==> src/rtl/itof_pipe.sv <==
// -----------------------------------------------------------------------------
// itof_pipe : three-stage pipelined integer -> IEEE-754 binary32 converter.
//
// Stages
//   S1 : sign extraction, magnitude, leading-one index
//   S2 : left-normalise so the leading one sits at the MSB (the one is dropped)
//   S3 : round (RNE or RTZ) and pack into out_* registers
// Each stage loads when it is empty or when the stage after it moves on, so a
// stall at the output freezes every payload in place.
//
// Ports
//   clk, rstn            clock / asynchronous active-low reset
//   in_valid/in_ready    input handshake
//   in_data [INT_W]      integer operand
//   in_uns               1: unsigned operand, 0: two's complement
//   in_rm                0: round to nearest even, 1: round toward zero
//   in_tag  [TAG_W]      opaque tag carried with the operation
//   out_valid/out_ready  output handshake
//   out_data [32]        binary32 result
//   out_tag  [TAG_W]     tag of the result
//   out_nx               inexact flag (only when ITOF_FLAGS_EN is defined)
//
// Build option: define ITOF_FLAGS_EN to add the out_nx output.
// -----------------------------------------------------------------------------
module itof_pipe #(
  parameter int INT_W = 32,
  parameter int TAG_W = 5
) (
  input  logic             clk,
  input  logic             rstn,
  input  logic             in_valid,
  output logic             in_ready,
  input  logic [INT_W-1:0] in_data,
  input  logic             in_uns,
  input  logic             in_rm,
  input  logic [TAG_W-1:0] in_tag,
  output logic             out_valid,
  input  logic             out_ready,
  output logic [31:0]      out_data,
  output logic [TAG_W-1:0] out_tag
`ifdef ITOF_FLAGS_EN
  ,
  output logic             out_nx
`endif
);

  localparam int EW = $clog2(INT_W);

  // Stage ready chain
  logic s1_ready_s, s2_ready_s, s3_ready_s;

  // S1 state
  logic             s1_valid_q, s1_valid_d;
  logic             s1_sign_q, s1_sign_d;
  logic             s1_zero_q, s1_zero_d;
  logic             s1_rm_q, s1_rm_d;
  logic [INT_W-1:0] s1_abs_q, s1_abs_d;
  logic [EW-1:0]    s1_e_q, s1_e_d;
  logic [TAG_W-1:0] s1_tag_q, s1_tag_d;

  // S2 state (fraction excludes the implicit leading one)
  logic             s2_valid_q, s2_valid_d;
  logic             s2_sign_q, s2_sign_d;
  logic             s2_zero_q, s2_zero_d;
  logic             s2_rm_q, s2_rm_d;
  logic [INT_W-2:0] s2_frac_q, s2_frac_d;
  logic [EW-1:0]    s2_e_q, s2_e_d;
  logic [TAG_W-1:0] s2_tag_q, s2_tag_d;

  // Output state
  logic             out_valid_q, out_valid_d;
  logic [31:0]      out_data_q, out_data_d;
  logic [TAG_W-1:0] out_tag_q, out_tag_d;
  logic             out_nx_q, out_nx_d;

  // S1 combinational helpers
  logic             sign_s;
  logic [INT_W-1:0] abs_s;
  logic [EW-1:0]    lead_s;
  // S2 helper
  logic [EW-1:0]    shamt_s;
  // S3 helpers
  logic [INT_W+22:0] ext_s;
  logic [22:0]       mant_s, mant_r_s;
  logic              g_s, st_s, inc_s, carry_s;
  logic [7:0]        exp_s;

  // Handshake: each stage can load when empty or when its successor drains it.
  always_comb begin
    s3_ready_s = ~out_valid_q | out_ready;
    s2_ready_s = ~s2_valid_q | s3_ready_s;
    s1_ready_s = ~s1_valid_q | s2_ready_s;
    in_ready   = s1_ready_s;
  end

  // S1 datapath: sign, magnitude (most negative value maps to 2^(INT_W-1)), leading one.
  always_comb begin
    sign_s = in_data[INT_W-1] & ~in_uns;
    abs_s  = sign_s ? (~in_data + INT_W'(1)) : in_data;
    lead_s = '0;
    for (int i = 0; i < INT_W; i++) begin
      if (abs_s[i]) begin
        lead_s = EW'(i);
      end else begin
        lead_s = lead_s;
      end
    end
  end

  // S1 next state
  always_comb begin
    s1_valid_d = s1_valid_q;
    s1_sign_d  = s1_sign_q;
    s1_zero_d  = s1_zero_q;
    s1_rm_d    = s1_rm_q;
    s1_abs_d   = s1_abs_q;
    s1_e_d     = s1_e_q;
    s1_tag_d   = s1_tag_q;
    if (s1_ready_s) begin
      s1_valid_d = in_valid;
      if (in_valid) begin
        s1_sign_d = sign_s;
        s1_zero_d = (in_data == '0);
        s1_rm_d   = in_rm;
        s1_abs_d  = abs_s;
        s1_e_d    = lead_s;
        s1_tag_d  = in_tag;
      end else begin
        s1_tag_d  = s1_tag_q;
      end
    end else begin
      s1_valid_d = s1_valid_q;
    end
  end

  // S2 next state: shift the leading one up to bit INT_W-1 and drop it.
  always_comb begin
    shamt_s    = EW'(INT_W - 1) - s1_e_q;
    s2_valid_d = s2_valid_q;
    s2_sign_d  = s2_sign_q;
    s2_zero_d  = s2_zero_q;
    s2_rm_d    = s2_rm_q;
    s2_frac_d  = s2_frac_q;
    s2_e_d     = s2_e_q;
    s2_tag_d   = s2_tag_q;
    if (s2_ready_s) begin
      s2_valid_d = s1_valid_q;
      if (s1_valid_q) begin
        s2_sign_d = s1_sign_q;
        s2_zero_d = s1_zero_q;
        s2_rm_d   = s1_rm_q;
        s2_frac_d = (INT_W-1)'(s1_abs_q << shamt_s);
        s2_e_d    = s1_e_q;
        s2_tag_d  = s1_tag_q;
      end else begin
        s2_tag_d  = s2_tag_q;
      end
    end else begin
      s2_valid_d = s2_valid_q;
    end
  end

  // S3: round and pack. Padding below the fraction lets narrow INT_W share the same slicing.
  always_comb begin
    ext_s   = {s2_frac_q, 24'd0};
    mant_s  = ext_s[INT_W+22 -: 23];
    g_s     = ext_s[INT_W-1];
    st_s    = |ext_s[INT_W-2:0];
    inc_s   = ~s2_rm_q & g_s & (st_s | mant_s[0]);
    {carry_s, mant_r_s} = {1'b0, mant_s} + {23'd0, inc_s};
    exp_s   = 8'd127 + 8'(s2_e_q) + {7'd0, carry_s};

    out_valid_d = out_valid_q;
    out_data_d  = out_data_q;
    out_tag_d   = out_tag_q;
    out_nx_d    = out_nx_q;
    if (s3_ready_s) begin
      out_valid_d = s2_valid_q;
      if (s2_valid_q) begin
        // Zero has no leading one; force +0 and a clean flag.
        out_data_d = s2_zero_q ? 32'h0000_0000 : {s2_sign_q, exp_s, mant_r_s};
        out_nx_d   = s2_zero_q ? 1'b0 : (g_s | st_s);
        out_tag_d  = s2_tag_q;
      end else begin
        out_tag_d  = out_tag_q;
      end
    end else begin
      out_valid_d = out_valid_q;
    end
  end

  // Pipeline registers; reset discards every in-flight operation.
  always_ff @(posedge clk or negedge rstn) begin
    if (!rstn) begin
      s1_valid_q  <= 1'b0;
      s1_sign_q   <= 1'b0;
      s1_zero_q   <= 1'b0;
      s1_rm_q     <= 1'b0;
      s1_abs_q    <= '0;
      s1_e_q      <= '0;
      s1_tag_q    <= '0;
      s2_valid_q  <= 1'b0;
      s2_sign_q   <= 1'b0;
      s2_zero_q   <= 1'b0;
      s2_rm_q     <= 1'b0;
      s2_frac_q   <= '0;
      s2_e_q      <= '0;
      s2_tag_q    <= '0;
      out_valid_q <= 1'b0;
      out_data_q  <= 32'h0000_0000;
      out_tag_q   <= '0;
      out_nx_q    <= 1'b0;
    end else begin
      s1_valid_q  <= s1_valid_d;
      s1_sign_q   <= s1_sign_d;
      s1_zero_q   <= s1_zero_d;
      s1_rm_q     <= s1_rm_d;
      s1_abs_q    <= s1_abs_d;
      s1_e_q      <= s1_e_d;
      s1_tag_q    <= s1_tag_d;
      s2_valid_q  <= s2_valid_d;
      s2_sign_q   <= s2_sign_d;
      s2_zero_q   <= s2_zero_d;
      s2_rm_q     <= s2_rm_d;
      s2_frac_q   <= s2_frac_d;
      s2_e_q      <= s2_e_d;
      s2_tag_q    <= s2_tag_d;
      out_valid_q <= out_valid_d;
      out_data_q  <= out_data_d;
      out_tag_q   <= out_tag_d;
      out_nx_q    <= out_nx_d;
    end
  end

  assign out_valid = out_valid_q;
  assign out_data  = out_data_q;
  assign out_tag   = out_tag_q;
`ifdef ITOF_FLAGS_EN
  assign out_nx    = out_nx_q;
`else
  logic unused_nx_s;
  assign unused_nx_s = out_nx_q;
`endif

endmodule

==> config.mk <==
export PLATFORM = sky130hd
export DESIGN_NAME = itof_pipe
export DESIGN_NICKNAME = d
export VERILOG_FILES = /design/src/rtl/itof_pipe.sv
export SDC_FILE = /design/constraint.sdc
export NUM_CORES = 1
export LEC_CHECK = 0
export CAP_MARGIN = 10
export CORE_ASPECT_RATIO = 0.5
export CORE_UTILIZATION = 54
export CTS_BUF_LIST = sky130_fd_sc_hd__clkbuf_8
export CTS_CLUSTER_DIAMETER = 40
export CTS_CLUSTER_SIZE = 40
export DETAILED_ROUTE_END_ITERATION = 8
export PLACE_DENSITY = 0.78
export SYNTH_ARGS = -nofsm -noshare
export SYNTH_HDL_FRONTEND = slang
export SYNTH_SLANG_ARGS = --single-unit
==> constraint.sdc <==
create_clock -name clk -period 2.5 [get_ports clk]
set_clock_uncertainty 0.2 [all_clocks]
set_input_delay 0.5 -clock clk [delete_from_list [all_inputs] [get_ports clk]]
set_output_delay 0.5 -clock clk [all_outputs]
set_load 0.1 [all_outputs]
==> qor.yml, run 1 <==
ios: 82
synth_area_mm2: 0.00799
grt_max_degree: 61
final-hold-violation-count: 0
slowest_stage: "or3b_4"
maxCapViolations: 0
required_ps: 2620
reg2reg_setup_slack_ps: 10
cts_buffer_depth: 2
syn_inst: 901
final.setup.worst_slack_ps: -129
drcViolationCount: 0
drive_gt1_share_pct: 34.8
end_kind: "register"
setup_viol: 4
finalSetupTns_ps: -311
max_slew_margin_pct: 50.5
period_minus_slack_ps: 2630
cpPeakStageDelay_ps: 410
rsz0062_at_grt: "true"
ant_nets: 0
wl_mm: 24.5
portBuffers: 81
yosysSeqAreaShare_pct: 40.1
antenna_cells: 0
placed_area_mm2: 0.00989
critical_path_class: "input port to register"
leakagePower_nw: 5.04
synth_warnings: 0
worstReg2RegStart: "s1_e_q[0]$_DFFE_PN0P_"
grt_pass1_vias: 7559
ir_worst_vdd_uv: 480
powerDensity_mw_per_mm2: 857
crit_path_cell_trace: "buf_6 -> inv_4 -> ha_4 -> buf_6 -> or3b_4 -> nor2_4 -> a31oi_1 -> xnor2_2 -> o211ai_1 -> a211oi_2 -> a2111oi_2 -> nor2_1"
arrival_ps: 2750
finalCritPeriodShare_pct: 105
fmax_mhz: 380
startpoint: "in_data[0]"
final_cell_area_mm2: 0.0110
place_inst: 1260
cp-start-kind: "input port"
die_x_um: 174
status: "finished with violations"
die_h_um: 88.0
ys.flop_type: "dfrtp_1"
grt_pass1_wl_mm: 38.0
worstHoldPathType: "register to register"
layout.cells.non_filler: 1337
cp_top_family: "compound AO/OA/AOI/OAI gates"
firstDrtPassIters: 6
cp_num_buf_inv: 3
start_util_pct: 57.1
crit_cells: 12
cts_buffers: 17
hpwl_mm: 16.4
worstMarginPinSlew_ps: 742
grt_antenna_before_repair: 0
viasPerCell: 6.04
htreeDepth: 4
grt-ovfl-total: 0
crit_top_cell: "buf_6"
synth_nets: 948
final_core_util_pct: 78.9
clk_latency_ps: 450
dieArea_mm2: 0.0153
clk_pin_slew_ps: 80
grtUsageTotal_pct: 31.6
clock-sinks: 128
postSynth.asyncResetShare_pct: 100
area_growth_pct: 38.1
drt_iter0_markers: 688
violations: "setup timing"
num_rows: 30
avgSynthCellArea_um2: 8.87
critPathCapture: "s1_e_q[0]$_DFFE_PN0P_"
core_area_mm2: 0.0140
cts_tree: "built"
vias: 8071
finalNetCount: 1180
drv_slew: 0
crit_fanout: 4
synth_edf_count: 0
power_mw: 9.46
cts-root-buf: "clkbuf_8"
reg2reg_depth: 6
r2r_end: "s2_frac_q[23]$_DFFE_PN0P_"
gp_congestion: 0.929
ys_ff_latch: 128
wl_per_cell_um: 18.3
ys_types: 68
==> stage by stage <==
stage	setup WS (ps)	hold slack, ps
floorplan	-670	4.41
global route	-213	302
detailed placement	-874	263
global placement	-887	254
finish	-129	270
CTS	-54.2	271
==> layout by cell type (no fill, tap or decap), types with 7 or more instances in the layout <==
cell type          n
a21oi_1           17
a21oi_2            7
a31oi_1           13
buf_12             8
buf_4            207
buf_6             20
clkbuf_2          12
clkbuf_8          19
clkdlybuf4s50_1   16
dfrtp_1          126
inv_1             14
mux2_2            11
mux2i_1           34
mux4_2            20
nand2_1          204
nand2b_1          10
nand3_1           13
nor2_1            55
nor3_1            10
o211ai_1           7
o21ai_0           53
o21ai_1           30
o31ai_1           13
or4_4              7
xnor2_1           24
xnor2_2            8
xor2_1            20
==> how the worst min path moves through the flow <==
stage / end / from / slack (ps) / cells past startpoint
after global placement: s2_tag_q[1]$_DFFE_PN0P_ / s1_tag_q[1]$_DFFE_PN0P_ / 250 / 2
after floorplan: out_data[0]$_DFFE_PN0P_ / rstn / 4 / 0
final: s2_tag_q[0]$_DFFE_PN0P_ / s1_tag_q[0]$_DFFE_PN0P_ / 270 / 2
after detailed placement: s2_tag_q[0]$_DFFE_PN0P_ / s1_tag_q[0]$_DFFE_PN0P_ / 260 / 2
after global routing: s2_tag_q[4]$_DFFE_PN0P_ / s2_tag_q[4]$_DFFE_PN0P_ / 300 / 2
after CTS: s2_tag_q[0]$_DFFE_PN0P_ / s1_tag_q[0]$_DFFE_PN0P_ / 270 / 2
==> kinds of logic after synthesis <==
logic type / after synthesis / share of synthesized area [%]
buf+inv: 77 / 4.04
mux: 68 / 11.8
simple gates: 376 / 21.8
flops: 128 / 40.1
xor+xnor: 54 / 6.10
compound gates: 194 / 15.5
fa+ha+maj: 4 / 0.626
==> routing by layer <==
| layer | up-vias | global-route usage, % | wire length, um |
|---|---|---|---|
| li1 | 3677 | - | - |
| met4 | 0 | 10.8 | 811 |
| met3 | 89 | 5.51 | 1810 |
| met5 | - | 0 | 0 |
| met1 | 3877 | 41.6 | 10400 |
| met2 | 428 | 53.7 | 11500 |
==> registers in the layout, indices dropped and copies added (netlist names) <==
signal,cells
out_data,32
s1_abs_q,31
s2_frac_q,31
out_tag,5
s1_e_q,5
s1_tag_q,5
s2_e_q,5
s2_tag_q,5
out_valid,1
s1_rm_q,1
s1_sign_q,1
s1_valid_q,1
s1_zero_q,1
s2_rm_q,1
s2_sign_q,1
s2_valid_q,1
s2_zero_q,1
==> cell type report <==
type                       instances  area [um^2]
sequential                       128         3210
tap                              192          240
clock inverter                    12         96.3
fill                             876         2960
clock buffer                      19          262
inverter                          14         55.1
timing repair buffer             275         2280
multi-input combinational        697         4900
==> worst reg2reg max path: stages, from the launching register on <==
cell and delay (ps):
dfrtp_4 540, buf_12 160, buf_4 130, mux4_2 450, mux4_2 520, a221oi_2 310, nor2_1 60
==> report_power, final <==
group          internal (mW)  switching (mW)  leakage (nW)
clock                  0.819           0.838         0.182
sequential              2.63           0.486          1.56
combinational           1.59            3.10          3.30
==> repair_timing <==
item	in CTS	in global routing
hold buffers	1	0
setup buffers	29	15
hold endpoints to repair	30	0
setup endpoints to repair	17	20
gates cloned	1	0
pin swaps	48	42
resized for setup	101	84
==> synthesized netlist by cell type (all sizes together), types with 3 or more instances <==
library cell	count	area (um^2)
mux2i	37	370
a31oi	16	100
a41oi	5	43.8
mux4	20	450
clkbuf	45	169
ha	4	50.1
a211oi	3	22.5
dfrtp	128	3200
and4	8	70.1
or4	9	75.1
xnor2	32	288
nand3b	4	30.0
o41ai	3	33.8
o21ai	84	420
nand4	5	31.3
o21a	3	22.5
and2	8	50.1
nor4	7	71.3
mux2	11	124
and3	6	37.5
nor2b	6	37.5
buf	18	101
o2111ai	3	26.3
or2	3	18.8
nor2	63	236
nand2	205	769
o211ai	7	52.6
o31ai	16	130
nor3	17	96.4
xor2	22	200
nand2b	11	68.8
inv	14	52.6
a21oi	24	124
a22o	5	43.8
a221oi	6	52.6
a22oi	3	22.5
nand3	17	85.1
No activity file was read; power rests on OpenSTA's default activity.
==> run 2, diff against run 1 <==
SLEW_MARGIN = 20   (was default)
==> results of run 2 <==
Final layout, timing and power as in run 1 (identical DEF).
